$ cat config.mk
export PLATFORM = sky130hd
export DESIGN_NAME = multicycle_main_control
export DESIGN_NICKNAME = d
export VERILOG_FILES = /design/src/rtl/multicycle_main_control_pkg.sv /design/src/rtl/multicycle_main_control.sv
export SDC_FILE = /design/constraint.sdc
export NUM_CORES = 1
export LEC_CHECK = 0
export ABC_AREA = 1
export ABC_CLOCK_PERIOD_IN_PS = 3500
export CAP_MARGIN = 0
export CORE_UTILIZATION = 47
export DETAILED_ROUTE_END_ITERATION = 6
export GPL_ROUTABILITY_DRIVEN = 0
export PLACE_DENSITY = 0.91
export SYNTH_ARGS = -nofsm -noshare
export SYNTH_HDL_FRONTEND = slang
export SYNTH_SLANG_ARGS = --single-unit
$ cat constraint.sdc
create_clock -name clk -period 3.5 [get_ports clk]
set_clock_uncertainty 0.15 [all_clocks]
set_input_delay 1.05 -clock clk [delete_from_list [all_inputs] [get_ports clk]]
set_output_delay 1.05 -clock clk [all_outputs]
set_load 0.02 [all_outputs]
$ cat src/rtl/multicycle_main_control_pkg.sv
// Shared encodings for the multicycle RV32 subset main control FSM:
// state enum, opcodes and datapath select/ALU_OP codes.
package multicycle_main_control_pkg;

   typedef enum logic [3:0] {
      S_IDLE      = 4'd0,
      S_FETCH     = 4'd1,
      S_DECODE    = 4'd2,
      S_MEM_ADDR  = 4'd3,
      S_MEM_READ  = 4'd4,
      S_MEM_WB    = 4'd5,
      S_MEM_WRITE = 4'd6,
      S_EXECUTE   = 4'd7,
      S_ALU_WB    = 4'd8,
      S_BRANCH    = 4'd9
   } state_t;

   localparam logic [6:0] OP_RTYPE  = 7'b0110011;
   localparam logic [6:0] OP_LOAD   = 7'b0000011;
   localparam logic [6:0] OP_STORE  = 7'b0100011;
   localparam logic [6:0] OP_BRANCH = 7'b1100011;

   localparam logic [1:0] ALUOP_ADD   = 2'b00;
   localparam logic [1:0] ALUOP_SUB   = 2'b01;
   localparam logic [1:0] ALUOP_FUNCT = 2'b10;

   localparam logic [1:0] SRCB_BREG = 2'b00;
   localparam logic [1:0] SRCB_FOUR = 2'b01;
   localparam logic [1:0] SRCB_IMM  = 2'b10;
   localparam logic [1:0] SRCB_BOFF = 2'b11;

   localparam logic [1:0] PCSRC_ALU    = 2'b00;
   localparam logic [1:0] PCSRC_ALUOUT = 2'b01;

endpackage

$ cat src/rtl/multicycle_main_control.sv
// Main control FSM for the multicycle RV32 subset core: sequences fetch,
// decode, execute, memory and writeback, and counts retired instructions.
module multicycle_main_control
   import multicycle_main_control_pkg::*;
#(
   parameter int width_instruc = 32,
   parameter int width_count   = 32
) (
   input  logic                     clk,
   input  logic                     rst,
   input  logic [width_instruc-1:0] instruccion,
   input  logic                     zero,
   input  logic                     mem_ready,
   output logic                     pc_en,
   output logic                     i_or_d,
   output logic                     mem_read,
   output logic                     mem_write,
   output logic                     ir_write,
   output logic                     mem_to_reg,
   output logic                     reg_write,
   output logic                     alu_src_a,
   output logic [1:0]               alu_src_b,
   output logic [1:0]               ALU_OP,
   output logic [1:0]               pc_source,
   output logic                     illegal_op,
   output logic [width_count-1:0]   instr_count
);

   state_t                 state_q, state_d;
   logic [width_count-1:0] instr_count_q, instr_count_d;
   logic [6:0]             opcode;
   logic                   retire;
   logic                   instr_unused;

   assign opcode       = instruccion[6:0];
   assign instr_unused = ^instruccion[width_instruc-1:7];
   assign instr_count  = instr_count_q;

   always_ff @(posedge clk) begin
      if (rst) begin
         state_q       <= S_IDLE;
         instr_count_q <= '0;
      end else begin
         state_q       <= state_d;
         instr_count_q <= instr_count_d;
      end
   end

   always_comb begin
      state_d    = state_q;
      pc_en      = 1'b0;
      i_or_d     = 1'b0;
      mem_read   = 1'b0;
      mem_write  = 1'b0;
      ir_write   = 1'b0;
      mem_to_reg = 1'b0;
      reg_write  = 1'b0;
      alu_src_a  = 1'b0;
      alu_src_b  = SRCB_BREG;
      ALU_OP     = ALUOP_ADD;
      pc_source  = PCSRC_ALU;
      illegal_op = 1'b0;
      retire     = 1'b0;

      case (state_q)
         S_IDLE: state_d = S_FETCH;
         S_FETCH: begin
            mem_read  = 1'b1;
            alu_src_b = SRCB_FOUR;
            // IR and PC only advance on the cycle the fetch completes
            ir_write  = mem_ready;
            pc_en     = mem_ready;
            if (mem_ready) state_d = S_DECODE;
         end
         S_DECODE: begin
            alu_src_b = SRCB_BOFF;
            case (opcode)
               OP_LOAD, OP_STORE: state_d = S_MEM_ADDR;
               OP_RTYPE:          state_d = S_EXECUTE;
               OP_BRANCH:         state_d = S_BRANCH;
               default: begin
                  illegal_op = 1'b1;
                  state_d    = S_FETCH;
               end
            endcase
         end
         S_MEM_ADDR: begin
            alu_src_a = 1'b1;
            alu_src_b = SRCB_IMM;
            state_d   = (opcode == OP_LOAD) ? S_MEM_READ : S_MEM_WRITE;
         end
         S_MEM_READ: begin
            mem_read = 1'b1;
            i_or_d   = 1'b1;
            if (mem_ready) state_d = S_MEM_WB;
         end
         S_MEM_WB: begin
            reg_write  = 1'b1;
            mem_to_reg = 1'b1;
            retire     = 1'b1;
            state_d    = S_FETCH;
         end
         S_MEM_WRITE: begin
            mem_write = 1'b1;
            i_or_d    = 1'b1;
            if (mem_ready) begin
               retire  = 1'b1;
               state_d = S_FETCH;
            end
         end
         S_EXECUTE: begin
            alu_src_a = 1'b1;
            ALU_OP    = ALUOP_FUNCT;
            state_d   = S_ALU_WB;
         end
         S_ALU_WB: begin
            reg_write = 1'b1;
            retire    = 1'b1;
            state_d   = S_FETCH;
         end
         S_BRANCH: begin
            alu_src_a = 1'b1;
            ALU_OP    = ALUOP_SUB;
            pc_source = PCSRC_ALUOUT;
            pc_en     = zero;
            retire    = 1'b1;
            state_d   = S_FETCH;
         end
         default: state_d = S_IDLE;
      endcase
   end

   always_comb begin
      instr_count_d = instr_count_q + width_count'(retire);
   end

endmodule
==> metrics.txt <==
Area contributors post-synth=dfxtp_1, nand2_1, nor2_1; R2R cell count=15; Area growth, synth to finish=34.99%; port bufs=56; pin count of the biggest net entering global routing=20; routed wire length=roughly 5400 µm; via count=about 2300; Reg-to-Reg End=instr_count[18]$_SDFF_PP0_; WL met1=around 2400 µm; CP Buf/Inv Count=3; Num Clock Sinks=36; IO Count=83; async set-reset flop share out of synthesis=0; P_leak=0.001034 µW; max-cap violations=0; Critical path origin=instruccion[4]; ant diodes=0; CP peak stage delay=about 0.49 ns; Setup Crit Path Kind=in -> out; Synth top cells by count=nand2_1, nor2_1, dfxtp_1; register area share after synthesis=0.3416; worst setup margin=0.1509 ns; drt pass-1 iters=4; TritonCTS Buffers=5; Setup-failing EPs final=0; vias in the first global route=~2000; CTS Buffer Depth=2; Post-synth EDFFs=0; Critical Path Source Type=input port; core area=4144 µm²; Crit-path slowest cell=clkdlybuf4s50_1; Final Cycle Share=0.9569; Synth top area share=0.3416; routed wire length on met3=340 µm; RSZ-0062 raised after global routing=false; worst reg2reg setup slack=0.88 ns; Syn Inst Count=between 300 and 400; Synth warnings=0; fin crit period=3.349 ns; synthesized cell area=roughly 2100 µm²; Initial Utilization=0.5091; PD cells=322.9 nW/µm²; root buf cell=clkbuf_8; post-CTS setup buffers=0; die area=around 4800 µm²; initial antenna violation count=0; met2 WL=between 2000 and 3000 µm; row count=23; Hold WC Path Type=reg -> reg; total stage count of the critical path=6; post-synthesis register bit count=36; Crit path max-delay family=buffers and inverters; crit path to=illegal_op; Synth area leader=dfxtp_1; syn_nets=around 370; Clk pin slew, worst setup/hold paths=~0.070 ns; drt wl/cell=11.95 µm; fin. max-slew vios=0; Vias/cell=5.150; pre-CTS setup slack=-0.3129 ns; Routed Antenna Nets=0; share of post-route cells with drive strength above 1=0.07789; FMAX=around 300 MHz; R2R Path Start=state_q[2]$_SDFFE_PP0P_; post-DP HPWL=4126 µm; CTS tree=yes; fin util=0.6872; CP cell instances=clkdlybuf4s50_1 > inv_1 > nand2_1 > nor4_4 > a211oi_1 > clkbuf_2; H-tree lvl count=2; CP endpoint kind=output pin; Final Power=919.6 µW; # DRC=0; Arrival @ worst endpoint=2.15 ns; fillcell total=366; worst skew pair latency=0.30 ns; gr ovfl total=0; Worst Path Required=2.30 ns; Starting DRT DRC Count=165; syn_area_per_cell=approximately 6.4 µm²; run status=finished clean; post-synthesis cell type count=33; Final nets=436; setup TNS=0 ns; count leader, synth=nand2_1; Max VDD drop=165.9 µV; Max Used Layer=met4; critical path peak fanout=2; GRT Total Usage=0.2534; Post-synth top flop=dfxtp_1; final hold vios=0; Die W=roughly 69 µm; first-pass GRT wire length=8866 µm; Die Y=69.00 µm
cell usage in the layout, fill, tap and decap left out, types with 4 or more instances in the layout:
cell type | netlist | final
nand2_1 | 94 | 94
nor2_1 | 72 | 72
clkdlybuf4s50_1 | 0 | 53
dfxtp_1 | 36 | 36
inv_1 | 34 | 34
a21oi_1 | 23 | 23
o21ai_0 | 12 | 12
nand3_1 | 10 | 10
buf_4 | 2 | 8
nand3b_1 | 6 | 6
clkbuf_8 | 0 | 6
nor2_4 | 5 | 5
xor2_1 | 4 | 4
stage by stage:
| step | std cells | hold slack (ns) | area, µm² |
|---|---|---|---|
| 4_1_cts | 448 | 0.3326 | 2841 |
| 3_5_place_dp | 440 | 0.3224 | 2746 |
| 3_3_place_gp | 440 | 0.3121 | 2746 |
| 6_report | 448 | 0.3347 | 2848 |
| 5_1_grt | 448 | 0.3739 | 2848 |
| 2_1_floorplan | 332 | 0.3929 | 2110 |
timing repair:
item | CTS | global route
gates resized for setup | 4 | 4
cloned | 0 | 0
endpoints found under the setup margin | 2 | 2
hold buffers | 0 | 0
layer usage:
layer,up-vias,track usage
li1,1169,-
met1,1060,0.3207
met2,71,0.4223
met3,7,0.04770
met4,0,0.09694
met5,-,0
worst min path at each step:
stage	from	endpoint	slack (ns)	cells after the start
after detailed placement	instr_count[31]$_SDFF_PP0_	instr_count[31]$_SDFF_PP0_	0.32	2
after floorplan	instr_count[31]$_SDFF_PP0_	instr_count[31]$_SDFF_PP0_	0.39	2
after CTS	instr_count[31]$_SDFF_PP0_	instr_count[31]$_SDFF_PP0_	0.33	2
final	instr_count[31]$_SDFF_PP0_	instr_count[31]$_SDFF_PP0_	0.33	2
after global placement	instr_count[31]$_SDFF_PP0_	instr_count[31]$_SDFF_PP0_	0.31	2
after global routing	instr_count[29]$_SDFF_PP0_	instr_count[29]$_SDFF_PP0_	0.37	2
tightest hold or removal path: stages, from the launching register on:
cell and delay [ns]:
dfxtp_1 0.32, nand2_1 0.06, a21oi_1 0.05
report_power, final:
part	internal, µW	leakage (µW)	total [µW]	switching, µW
Combinational	76.5	0.000698	186	110
Clock	160	0.0000455	305	144
Sequential	419	0.000290	429	10.4
Total	655	0.00103	920	264
state kept, by name, summed over array words and instances, names as in the netlist:
name	count
instr_count	32
state_q	4
area by class of cell:
class,count,area [µm²],share of cell area
multi-input cells,255,1226,0.4306
flip-flops and latches,36,720.7,0.2531
repair buffers,64,616.8,0.2166
inverters,35,131.4,0.04613
clock buffers,8,90.09,0.03163
well taps,50,62.56,0.02197
cell families (layout without fill, tap and decap cells):
kind of cell	count (synthesis)	count (layout)	synth area share
adder cells (fa/ha/maj)	3	3	0.01780
AND/OR/NAND/NOR	204	204	0.4253
AO/OA/AOI/OAI	40	40	0.1002
other	1	1	0.001778
XOR/XNOR	7	7	0.02906
flip-flops	36	36	0.3416
buffers and inverters	41	107	0.08421
Power figures use the tool's default switching activity.
